[config.mk]
export PLATFORM = sky130hd
export DESIGN_NAME = ps2_bet_event_queue
export DESIGN_NICKNAME = d
export VERILOG_FILES = /design/src/rtl/bet_pkg.sv /design/src/rtl/bet_code_lut.sv /design/src/rtl/ps2_bet_event_queue.sv
export SDC_FILE = /design/constraint.sdc
export NUM_CORES = 1
export LEC_CHECK = 0
export CAP_MARGIN = 40
export CORE_UTILIZATION = 52
export DETAILED_ROUTE_END_ITERATION = 8
export PLACE_DENSITY_LB_ADDON = 0.25
export SYNTH_ARGS = -nofsm -noshare
export SYNTH_HDL_FRONTEND = slang
export SYNTH_SLANG_ARGS = --single-unit
export TNS_END_PERCENT = 1
[constraint.sdc]
create_clock -name clock -period 3.8 [get_ports clock]
set_input_delay 0.76 -clock clock [delete_from_list [all_inputs] [get_ports clock]]
set_output_delay 0.76 -clock clock [all_outputs]
set_load 0.005 [all_outputs]
[src/rtl/bet_pkg.sv]
// Shared constants for the PS/2 bet event queue: opcode values, PS/2 prefix bytes
// and the scan-code parser state encoding.
package bet_pkg;

  localparam logic [5:0] OP_DOUBLE_ZERO = 6'd37;
  localparam logic [5:0] OP_RED         = 6'h26;
  localparam logic [5:0] OP_BLACK       = 6'h27;
  localparam logic [5:0] OP_EVEN        = 6'h28;
  localparam logic [5:0] OP_ODD         = 6'h29;
  localparam logic [5:0] OP_LOW_1_18    = 6'h2A;
  localparam logic [5:0] OP_HIGH_19_36  = 6'h2B;
  localparam logic [5:0] OP_DOZ1        = 6'h2C;
  localparam logic [5:0] OP_DOZ2        = 6'h2D;
  localparam logic [5:0] OP_DOZ3        = 6'h2E;
  localparam logic [5:0] OP_COL_TOP     = 6'h2F;
  localparam logic [5:0] OP_COL_MID     = 6'h30;
  localparam logic [5:0] OP_COL_BOT     = 6'h31;
  localparam logic [5:0] OP_SPIN        = 6'h3E;
  localparam logic [5:0] OP_NONE        = 6'h3F;

  localparam logic [7:0] PS2_BREAK = 8'hF0;
  localparam logic [7:0] PS2_EXT   = 8'hE0;
  localparam logic [7:0] PS2_PAUSE = 8'hE1;

  // Pause sends E1 followed by seven further bytes that carry no key meaning.
  localparam logic [2:0] PAUSE_SKIP = 3'd7;

  typedef enum logic [2:0] {
    S_IDLE,
    S_BRK,
    S_EXT,
    S_EXT_BRK,
    S_PAUSE
  } ps2_state_e;

endpackage

[src/rtl/bet_code_lut.sv]
// Combinational PS/2 set-2 scan code to bet opcode table; unmapped bytes give OP_NONE.
module bet_code_lut
  import bet_pkg::*;
(
  input  logic [7:0] code_i,
  output logic [5:0] opcode_o
);

  always_comb begin
    opcode_o = OP_NONE;
    case (code_i)
      // top row of the table: 0,3,...,36
      8'h0E: opcode_o = 6'd0;
      8'h16: opcode_o = 6'd3;
      8'h1E: opcode_o = 6'd6;
      8'h26: opcode_o = 6'd9;
      8'h25: opcode_o = 6'd12;
      8'h2E: opcode_o = 6'd15;
      8'h36: opcode_o = 6'd18;
      8'h3D: opcode_o = 6'd21;
      8'h3E: opcode_o = 6'd24;
      8'h46: opcode_o = 6'd27;
      8'h45: opcode_o = 6'd30;
      8'h4E: opcode_o = 6'd33;
      8'h55: opcode_o = 6'd36;
      8'h66: opcode_o = OP_COL_TOP;
      // middle row: 00 then 2,5,...,35
      8'h0D: opcode_o = OP_DOUBLE_ZERO;
      8'h15: opcode_o = 6'd2;
      8'h1D: opcode_o = 6'd5;
      8'h24: opcode_o = 6'd8;
      8'h2D: opcode_o = 6'd11;
      8'h2C: opcode_o = 6'd14;
      8'h35: opcode_o = 6'd17;
      8'h3C: opcode_o = 6'd20;
      8'h43: opcode_o = 6'd23;
      8'h44: opcode_o = 6'd26;
      8'h4D: opcode_o = 6'd29;
      8'h54: opcode_o = 6'd32;
      8'h5B: opcode_o = 6'd35;
      8'h5D: opcode_o = OP_COL_MID;
      // bottom row: 1,4,...,34
      8'h58: opcode_o = 6'd1;
      8'h1C: opcode_o = 6'd4;
      8'h1B: opcode_o = 6'd7;
      8'h23: opcode_o = 6'd10;
      8'h2B: opcode_o = 6'd13;
      8'h34: opcode_o = 6'd16;
      8'h33: opcode_o = 6'd19;
      8'h3B: opcode_o = 6'd22;
      8'h42: opcode_o = 6'd25;
      8'h4B: opcode_o = 6'd28;
      8'h4C: opcode_o = 6'd31;
      8'h52: opcode_o = 6'd34;
      8'h5A: opcode_o = OP_COL_BOT;
      8'h12: opcode_o = OP_LOW_1_18;
      8'h22: opcode_o = OP_DOZ1;
      8'h32: opcode_o = OP_DOZ2;
      8'h41: opcode_o = OP_DOZ3;
      8'h59: opcode_o = OP_HIGH_19_36;
      8'h1F: opcode_o = OP_RED;
      8'h11: opcode_o = OP_ODD;
      8'h29: opcode_o = OP_SPIN;
      8'h2F: opcode_o = OP_EVEN;
      8'h14: opcode_o = OP_BLACK;
      default: opcode_o = OP_NONE;
    endcase
  end

endmodule

[src/rtl/ps2_bet_event_queue.sv]
// PS/2 scan-code parser feeding a bet opcode FIFO drained by valid/ready.
// Define TYPEMATIC_FILTER_EN to suppress keyboard auto-repeat of the held key.
module ps2_bet_event_queue
  import bet_pkg::*;
#(
  parameter int OPW        = 6,
  parameter int FIFO_DEPTH = 4,
  parameter int CNT_W      = $clog2(FIFO_DEPTH + 1)
) (
  input  logic             clock,
  input  logic             reset,
  input  logic [7:0]       scan_code,
  input  logic             scan_valid,
  input  logic             bet_ready,
  output logic [OPW-1:0]   bet_opcode,
  output logic             bet_valid,
  output logic [CNT_W-1:0] fifo_count,
  output logic             overflow
);

  localparam int PTR_W = $clog2(FIFO_DEPTH);

  ps2_state_e       state_q, state_d;
  logic [2:0]       skip_q, skip_d;
  logic             make_evt;
  logic             push_req, push, pop, full;
  logic [5:0]       lut_op;
  logic [5:0]       mem_q [FIFO_DEPTH];
  logic [PTR_W-1:0] wr_q, rd_q;
  logic [CNT_W-1:0] count_q;
  logic             ovf_q;

  bet_code_lut u_lut (.code_i(scan_code), .opcode_o(lut_op));

  always_comb begin
    state_d  = state_q;
    skip_d   = skip_q;
    make_evt = 1'b0;
    if (scan_valid) begin
      case (state_q)
        S_IDLE: begin
          if (scan_code == PS2_BREAK)      state_d = S_BRK;
          else if (scan_code == PS2_EXT)   state_d = S_EXT;
          else if (scan_code == PS2_PAUSE) begin
            state_d = S_PAUSE;
            skip_d  = PAUSE_SKIP;
          end else                         make_evt = 1'b1;
        end
        S_EXT: begin
          if (scan_code == PS2_BREAK) state_d = S_EXT_BRK;
          else begin
            make_evt = 1'b1;
            state_d  = S_IDLE;
          end
        end
        S_BRK, S_EXT_BRK: state_d = S_IDLE;
        S_PAUSE: begin
          skip_d = skip_q - 3'd1;
          if (skip_q == 3'd1) state_d = S_IDLE;
        end
        default: state_d = S_IDLE;
      endcase
    end
  end

`ifdef TYPEMATIC_FILTER_EN
  logic [7:0] held_code_q;
  logic       held_vld_q;
  logic       rel_evt, held_hit;

  assign rel_evt  = scan_valid && (state_q == S_BRK || state_q == S_EXT_BRK);
  assign held_hit = held_vld_q && (held_code_q == scan_code);
  assign push_req = make_evt && (lut_op != OP_NONE) && !held_hit;

  always_ff @(posedge clock) begin
    if (reset) begin
      held_code_q <= '0;
      held_vld_q  <= 1'b0;
    end else if (push_req) begin
      held_code_q <= scan_code;
      held_vld_q  <= 1'b1;
    end else if (rel_evt && held_hit) begin
      held_vld_q  <= 1'b0;
    end
  end
`else
  assign push_req = make_evt && (lut_op != OP_NONE);
`endif

  // A full queue still accepts a push when the head leaves in the same cycle.
  assign full = (count_q == CNT_W'(FIFO_DEPTH));
  assign pop  = bet_valid && bet_ready;
  assign push = push_req && (!full || pop);

  always_ff @(posedge clock) begin
    if (reset) begin
      state_q <= S_IDLE;
      skip_q  <= '0;
      wr_q    <= '0;
      rd_q    <= '0;
      count_q <= '0;
      ovf_q   <= 1'b0;
    end else begin
      state_q <= state_d;
      skip_q  <= skip_d;
      if (push) wr_q <= wr_q + 1'b1;
      if (pop)  rd_q <= rd_q + 1'b1;
      if (push && !pop)      count_q <= count_q + 1'b1;
      else if (pop && !push) count_q <= count_q - 1'b1;
      if (push_req && !push) ovf_q <= 1'b1;
    end
  end

  always_ff @(posedge clock) begin
    if (push) mem_q[wr_q] <= lut_op;
  end

  assign bet_valid  = (count_q != '0);
  assign bet_opcode = bet_valid ? OPW'(mem_q[rd_q]) : '0;
  assign fifo_count = count_q;
  assign overflow   = ovf_q;

endmodule
* Word-level counts from Yosys, hierarchy flattened *
Memories as Yosys holds them, arrays and structs flattened. A register that Yosys moved wholly into a read port is not among the register bits.
Index checks and enable logic that the tools add are counted.

operators by class
  add/sub/neg operators = 5
  eq/ne operators = 13
  multiplexer cells = 24
  reductions and logical operators = 16

operator list
  kind                   count
  $mux W3                9
  $eq A8 B8 Y1 const B   3
  $mux W6                2
  $pmux W3 S3            1
  $ne A2 B2 Y1 const B   4
  $mux W1                7
  $eq A3 B3 Y1 const B   2
  $logic_and A1 B1 Y1    6
  $mux W2                3
  $ne A6 B6 Y1 const B   1
  $pmux W3 S2            1
  $sub A3 B1 Y3 const B  2
  $reduce_and A5 Y1      1
  $add A2 B1 Y2 const B  2
  $ne A4 B4 Y1 const B   1
  $reduce_bool A2 Y1     2
  $add A3 B1 Y3 const B  1
  $eq A3 B1 Y1 const B   1
  $eq A3 B2 Y1 const B   1
  $logic_not A1 Y1       3
  $logic_not A3 Y1       1
  $reduce_and A3 Y1      1
  $reduce_bool A3 Y1     1
  $pmux W1 S2            1
  $logic_or A1 B1 Y1     1

word-level totals
  flip-flop bits (word level) = 14
  memory bits (writable) = 24
  ROM bits = 768
  word-level logic and storage cells = 66
  memories kept = 2

memories
  name             words  width  read ports  clocked after Yosys merged registers in  write ports  RTL line                   RTL
  (no name shown)  128    6      1           0                                        0            bet_code_lut.sv:11         case (code_i)
  mem_q            4      6      1           1                                        1            ps2_bet_event_queue.sv:28  logic [5:0] mem_q [FIFO_DEPTH];

* Logic depth before layout (Yosys ltp) *
Gate-level depths: netlist (run 1).

  depth in word-level cells = 12
  mapped depth = 16

* Hierarchy *
A second synthesis (run 1) with hierarchy kept.

unflattened totals
  cells, all modules = 276
  area, all modules = 2762.6 um^2

modules (own cells, without submodules)
  module               instances  cells each  area an instance (um^2)  sequential area each (um^2)
  ps2_bet_event_queue  1          143         1841.8                   1041.0
  bet_code_lut         1          133         920.9                    0.0

* Worst setup path after synthesis (run 1) *
Ideal clock, no wire load.

  path type = in2reg
  from = input scan_code[1]
  to = register count_q[2], in the netlist fifo_count[2]
  library setup time = 0.071 ns
  arrival time = 3.550 ns
  data required time = 3.729 ns
  setup slack = 0.180 ns
  stages = 16
  cell sequence = inv_1 -> ha_1 -> inv_1 -> ha_1 -> nand2b_1 -> o31ai_1 -> a2111oi_0 -> o32ai_1 -> nand4_2 -> o21a_2 -> ha_1 -> inv_1 -> fa_1 -> xor2_1 -> or3_1 -> a21oi_1

on the way
  elaborated cells between the ends (all ways) = 19

RTL lines
  item                          RTL line                    RTL
  start, declared               ps2_bet_event_queue.sv:12   input logic [7:0] scan_code,
  $mem_v2 Z128 W6 *             -
  $mux W6 *                     bet_code_lut.sv:11
  net lut_op[3]                 ps2_bet_event_queue.sv:27   logic [5:0] lut_op;
  $ne A6 B6 Y1 *                ps2_bet_event_queue.sv:87   assign push_req = make_evt && (lut_op != OP_NONE);
  $logic_and A1 B1 Y1 *         ps2_bet_event_queue.sv:87
  $logic_and A1 B1 Y1 *         ps2_bet_event_queue.sv:93   assign push = push_req && (!full || pop);
  net push                      ps2_bet_event_queue.sv:26   logic push_req, push, pop, full;
  $logic_not A1 Y1              ps2_bet_event_queue.sv:109  else if (pop && !push) count_q <= count_q - 1'b1;
  $logic_and A1 B1 Y1           ps2_bet_event_queue.sv:109
  $reduce_bool A2 Y1 (no line)  -
  end signal, assigned          ps2_bet_event_queue.sv:108  if (push && !pop) count_q <= count_q + 1'b1;
  end signal, assigned          ps2_bet_event_queue.sv:109
  end, declared                 ps2_bet_event_queue.sv:30   logic [CNT_W-1:0] count_q;

Mark *: on every way through the listed nets, which the timed path passes. The rest lies on a longest branch.
A chain may end at the register's enable or synchronous reset.

* Worst setup path after layout (run 1) *
Same ends and word-level chain as after synthesis.

==> impl_metrics.env, run 1 <==
export IMPL_ys_types=62
export IMPL_synth_top_area_share_pct=27.26
export IMPL_rsz0062_at_grt="false"
export IMPL_ys_ff_latch=40
export IMPL_antenna_left=0
export IMPL_cts_max_level=2
export IMPL_antenna_found_initial=0
export IMPL_final_util_pct=72.73
export IMPL_setup_slack_ns=0.1173
export IMPL_synth_top_flop_cell="edfxtp_1"
export IMPL_setup_viol=0
export IMPL_syn_avg_cell_area_um2=9.977
export IMPL_dpl_cell_area_um2=3369
export IMPL_cp_required_ns=4.02
export IMPL_gr_total_overflow=0
export IMPL_synthTopCellsByArea="edfxtp_1 (27%), dfxtp_1 (12%), ha_1 (8.5%)"
export IMPL_clock_sinks=40
export IMPL_reg2reg_depth=9
export IMPL_drtIter0Drc=192
export IMPL_routedWlPerCell_um=14.55
export IMPL_yosys_warnings=0
export IMPL_cp_slowest_cell="fa_1"
export IMPL_hold_start="overflow"
export IMPL_min_to="overflow"
export IMPL_initial_utilization_pct=54.88
export IMPL_wirelength_mm=6.010
export IMPL_routabilityCongestion=1.013
export IMPL_fin_crit_sh_pct=96.91
export IMPL_grt_use_total_pct=24.29
export IMPL_hold_depth=2
export IMPL_power_mw=1.385
export IMPL_ir_worst_vdd_mv=0.1898
export IMPL_final_cell_area_um2=3503
export IMPL_relSlewSlack_pct=61.42
export IMPL_insertion_delay_ns=0.29
export IMPL_endpoint_kind="flip-flop"
export IMPL_yosysMostFrequentCell="edfxtp_1"
export IMPL_reg2reg_slack_ns=1.36
export IMPL_ioPinCount=23
export IMPL_diodes=0
export IMPL_hold_class="flip-flop to flip-flop"
export IMPL_arrival_ns=3.90
export IMPL_hold_ws_ns=0.4602
export IMPL_tightest_slew_ns=0.5769
export IMPL_routed_via_density=5.632
export IMPL_die_area_um2=5374
export IMPL_clkSlewWorstSetupHoldPaths_ns=0.08
export IMPL_crit_fanout=5
export IMPL_power_density_nw_per_um2=395.4
export IMPL_r2r_end="fifo_count[2]"
export IMPL_yosysSeqAreaShare_pct=39.38
export IMPL_synth_edf_count=24
export IMPL_layout_nets=376
export IMPL_finalHoldViolCount=0
export IMPL_areaGrowthSynthToFinish_pct=32.51
export IMPL_cts_root_buf="clkbuf_8"
export IMPL_grt_pass1_vias=2238
export IMPL_fp_dieH_um=73.31
export IMPL_rows=25
export IMPL_multiInputGateArea_um2=1484
export IMPL_synth_common_cells="edfxtp_1 (24), a21oi_1 (18), ha_1 (18), nor2_1 (18)"
export IMPL_portBuffers=22
export IMPL_vias=2326
export IMPL_fin_skew_ns=0.009257
export IMPL_syn_inst=265
export IMPL_fillCellCount=368
export IMPL_core_area_um2=4817
export IMPL_post_cts_buffers=0
export IMPL_max_freq_mhz=271.5
export IMPL_ctsHoldBuffers=0
export IMPL_grt_pass1_wl_mm=9.991
export IMPL_seqCellArea_um2=1041
export IMPL_cts_buffers=5
export IMPL_pre_cts_ws_ns=-0.5502
export IMPL_die_width_um=73.31
export IMPL_cap_violations=0
export IMPL_slew_violations=0
export IMPL_drive_above_1_share_pct=28.61
export IMPL_drtPass1Iterations=4
export IMPL_async_reset_ff_share_pct=0
export IMPL_worst_setup_path_start_kind="input pin"
export IMPL_grt_max_degree=17
export IMPL_synth_area_um2=2644
export IMPL_syn_nets=296
export IMPL_drc=0
export IMPL_tritoncts="done"
export IMPL_status="finished clean"
export IMPL_cts_buffer_depth=2
export IMPL_max_stage_delay_ns=0.37
export IMPL_critPathKind="input pin to flip-flop"
export IMPL_dp_hpwl_mm=4.767
export IMPL_period_needed_ns=3.683
export IMPL_timing_rr_start="fifo_count[0]"
export IMPL_path_cells="dlygate4sd2_1 > inv_1 > buf_4 > ha_1 > buf_4 > nand4b_1 > o311a_1 > a21oi_1 > a32oi_2 > nand4_2 > o21a_2 > ha_1 > inv_1 > fa_1 > xor2_1 > or3_1 > a21oi_1"
export IMPL_leakage_nw=1.380
export IMPL_synth_top_area_cell="edfxtp_1"
layout make-up:
class	instances	area share [%]
Timing Repair Buffer	89	20.57
Multi-Input combinational cell	192	42.36
Sequential cell	40	29.71
Tap cell	67	2.393
Clock buffer	5	1.964
Clock inverter	3	1.179
Inverter	17	1.821
flip-flops by register name (all words and copies together) (netlist names), named ones only:
register,flops
fifo_count,3
mem_q,24
overflow,1
rd_q,2
skip_q,3
state_q,3
wr_q,2
how the worst max path moves through the flow:
stage | startpoint | end | slack, ns | cells after the start
floorplan | scan_code[1] | fifo_count[2] | 0.18 | 16
CTS | scan_code[0] | fifo_count[2] | 0.15 | 16
global placement | scan_code[0] | fifo_count[2] | -0.42 | 15
finish | scan_code[1] | fifo_count[2] | 0.12 | 17
global route | scan_code[1] | fifo_count[2] | 0.01 | 17
detailed placement | scan_code[1] | fifo_count[2] | -0.55 | 17
cells by family (layout without fill, tap and decap cells):
| kind of cell | count (synthesis) | in the layout | share of synthesized area (%) |
|---|---|---|---|
| muxes | 12 | 12 | 8.045 |
| AOI/OAI and AO/OA | 67 | 67 | 17.65 |
| xor gates and xnor gates | 4 | 4 | 1.325 |
| DFF | 40 | 40 | 39.38 |
| adders and majority gates | 19 | 19 | 9.276 |
| and+or+nand+nor | 90 | 90 | 18.84 |
| buffers and inverters | 33 | 114 | 5.489 |
worst max-delay path: cells and delay by family:
kind            cells  cell delay [ns]
buf+inv             5             0.72
fa+ha+maj           3             0.85
compound gates      5             0.82
xor+xnor            1             0.18
simple gates        3             0.57
metrics by stage:
| step | std cells | setup TNS (ns) |
|---|---|---|
| 3_3_place_gp | 405 | -0.9812 |
| 4_1_cts | 413 | 0 |
| 3_5_place_dp | 405 | -1.856 |
| 5_1_grt | 413 | 0 |
| 2_1_floorplan | 265 | 0 |
| 6_report | 413 | 0 |
cell usage in the layout (no fill, tap or decap), types with 3 or more instances in the layout:
master	synthesis	final
nand3_1	7	7
nor3b_1	4	4
nor2_1	18	18
or3_1	3	3
mux2i_1	4	4
or2_2	3	3
clkdlybuf4s50_1	0	19
nor3_1	4	4
inv_1	16	15
xor2_1	4	4
nand4_1	3	3
mux4_2	7	7
nand2_1	14	14
nor2b_1	3	3
a21oi_1	18	18
clkbuf_8	0	5
edfxtp_1	24	24
and2_1	10	10
o211ai_1	3	3
dfxtp_1	16	16
o21ai_0	10	9
buf_4	0	67
nand2b_1	6	6
ha_1	18	17
metal layers:
metal / vias up / wire length (µm) / GRT usage [%]
li1: 1148 / - / -
met1: 1073 / 2597 / 29.86
met2: 84 / 2852 / 41.26
met3: 21 / 329 / 4.252
met4: 0 / 230 / 11.97
met5: - / 0 / 0
where the power goes:
group	leakage, nW	total [mW]	internal (mW)	switching (mW)
clock	0.0585	0.334	0.195	0.140
combinational	0.983	0.500	0.299	0.200
sequential	0.338	0.551	0.506	0.0449
what timing repair did:
item                       CTS  global route
pin swaps                    2             1
resized for setup           10             4
setup endpoints to repair    2             1
Note: power is estimated with default switching activity, not from simulation.
==> run 2, diff against run 1 <==
--- a/config.mk
+++ b/config.mk
@@ -9,6 +9,7 @@
 export CORE_UTILIZATION = 52
 export DETAILED_ROUTE_END_ITERATION = 8
 export PLACE_DENSITY_LB_ADDON = 0.25
+export SKIP_CTS_REPAIR_TIMING = 1
 export SYNTH_ARGS = -nofsm -noshare
 export SYNTH_HDL_FRONTEND = slang
 export SYNTH_SLANG_ARGS = --single-unit
==> run 2 against run 1 <==
Total power fell by 0.12%. Fmax rose by 1.4%. Final area barely moved. Critical endpoint unchanged. Routed wire length barely moved. Via count rose by 0.56%. Core utilization barely moved. Sequential power barely moved. Worst setup slack improved by 0.051 ns. Global-route usage barely moved. Critical path type unchanged. Largest cell class unchanged.
==> impl_metrics.env, run 2 (synthesis gave the netlist of run 1 again) <==
export IMPL_cp_required_ns=4.02
export IMPL_largest_reg_flops=24
export IMPL_tightest_slew_ns=0.5774
export IMPL_max_stage_delay_ns=0.48
export IMPL_cp_num_buf_inv=4
export IMPL_cts_root_buf="clkbuf_8"
export IMPL_hold_ws_ns=0.4539
export IMPL_antenna_left=0
export IMPL_finalHoldViolCount=0
export IMPL_routedWlPerCell_um=14.56
export IMPL_ir_worst_vdd_mv=0.1897
export IMPL_crit_fanout=8
export IMPL_portBuffers=22
export IMPL_hold_class="flip-flop to flip-flop"
export IMPL_cts_buffers=5
export IMPL_clkSlewWorstSetupHoldPaths_ns=0.08
export IMPL_layout_common_cells="buf_4 (67), edfxtp_1 (24), clkdlybuf4s50_1 (19)"
export IMPL_layout_nets=376
export IMPL_tritoncts="done"
export IMPL_core_area_um2=4817
export IMPL_fin_crit_sh_pct=95.57
export IMPL_insertion_delay_ns=0.29
export IMPL_final_cell_area_um2=3505
export IMPL_fillCellCount=374
export IMPL_setup_viol=0
export IMPL_diodes=0
export IMPL_antenna_found_initial=0
export IMPL_grt_max_degree=17
export IMPL_fp_dieH_um=73.31
export IMPL_grt_use_total_pct=24.26
export IMPL_layout_commonest_cell="buf_4"
export IMPL_dpl_cell_area_um2=3369
export IMPL_relSlewSlack_pct=61.39
export IMPL_status="finished clean"
export IMPL_max_freq_mhz=275.4
export IMPL_cap_violations=0
export IMPL_grt_pass1_vias=2233
export IMPL_die_area_um2=5374
export IMPL_areaGrowthSynthToFinish_pct=32.56
export IMPL_critPathKind="input pin to flip-flop"
export IMPL_endpoint_kind="flip-flop"
export IMPL_vias=2339
export IMPL_routabilityCongestion=1.013
export IMPL_dp_hpwl_mm=4.767
export IMPL_cts_max_level=2
export IMPL_largest_register="mem_q"
export IMPL_period_needed_ns=3.632
export IMPL_clock_sinks=40
export IMPL_ioPinCount=23
export IMPL_slew_violations=0
export IMPL_die_width_um=73.31
export IMPL_cp_top_family="compound AO/OA/AOI/OAI gates"
export IMPL_arrival_ns=3.85
export IMPL_final_util_pct=72.75
export IMPL_path_cells="clkdlybuf4s50_1 > buf_4 > inv_2 > o21ai_0 > a221o_1 > a31o_2 > o21ai_2 > o21a_2 > ha_1 > inv_1 > fa_1 > xor2_1 > or3_1 > a21oi_1"
export IMPL_drtIter0Drc=185
export IMPL_drtPass1Iterations=5
export IMPL_rsz0062_at_grt="false"
export IMPL_drive_above_1_share_pct=28.03
export IMPL_routed_via_density=5.663
export IMPL_initial_utilization_pct=54.88
export IMPL_grt_pass1_wl_mm=9.970
export IMPL_leakage_nw=1.404
export IMPL_drc=0
export IMPL_power_density_nw_per_um2=394.8
export IMPL_cp_slowest_cell="clkdlybuf4s50_1"
export IMPL_wirelength_mm=6.015
export IMPL_fin_skew_ns=0.009225
export IMPL_worst_setup_path_start_kind="input pin"
export IMPL_gr_total_overflow=0
export IMPL_rows=25
export IMPL_cts_buffer_depth=2
## run 2: final cells by class
cell class / instances / area (µm²) / share of cell area [%]
clock inverters: 3 / 41.29 / 1.178
repair buffers: 89 / 730.7 / 20.85
flip-flops and latches: 40 / 1041 / 29.70
clock buffers: 5 / 68.82 / 1.964
well taps: 67 / 83.83 / 2.392
multi-input cells: 192 / 1475 / 42.09
inverters: 17 / 63.81 / 1.821
## run 2: power by group
part / total [mW] / internal (mW) / switching (mW) / leakage, nW
combinational: 0.499 / 0.299 / 0.199 / 1.01
clock: 0.334 / 0.195 / 0.139 / 0.0585
sequential: 0.551 / 0.506 / 0.0445 / 0.338
total: 1.38 / 1.00 / 0.383 / 1.40
## run 2: path summary, 6_finish.rpt
check,endpoint,cells after the start,startpoint,slack (ns)
worst max register to register,fifo_count[2],9,fifo_count[0],1.38
worst min register to register,overflow,2,overflow,0.45
worst max-delay path,fifo_count[2],14,scan_code[3],0.17
worst min-delay path,overflow,2,overflow,0.45
## run 2: layer usage
metal,track usage (%),vias up,part of all wire [%]
li1,-,1144,-
met1,29.77,1078,43
met2,40.74,96,48
met3,4.390,21,5.4
met4,12.82,0,3.7
met5,0,-,0
## run 2: worst register-to-register path, stage by stage (launching register included)
cell and delay (ns):
dfxtp_1 0.43, nor4b_1 0.12, nor4_1 0.36, o21a_2 0.22, ha_1 0.16, inv_1 0.06
fa_1 0.37, xor2_1 0.18, or3_1 0.31, a21oi_1 0.14
## run 2: stage by stage
step / std cells / power [mW] / TNS (ns) / setup WS (ns)
floorplan: 265 / 0.8244 / 0 / 0.1797
finish: 413 / 1.384 / 0 / 0.1684
CTS: 413 / 1.394 / -0.2965 / -0.2393
detailed placement: 405 / 1.057 / -1.856 / -0.5502
global placement: 405 / 1.047 / -0.9812 / -0.4172
global route: 413 / 1.473 / 0 / 0.04713
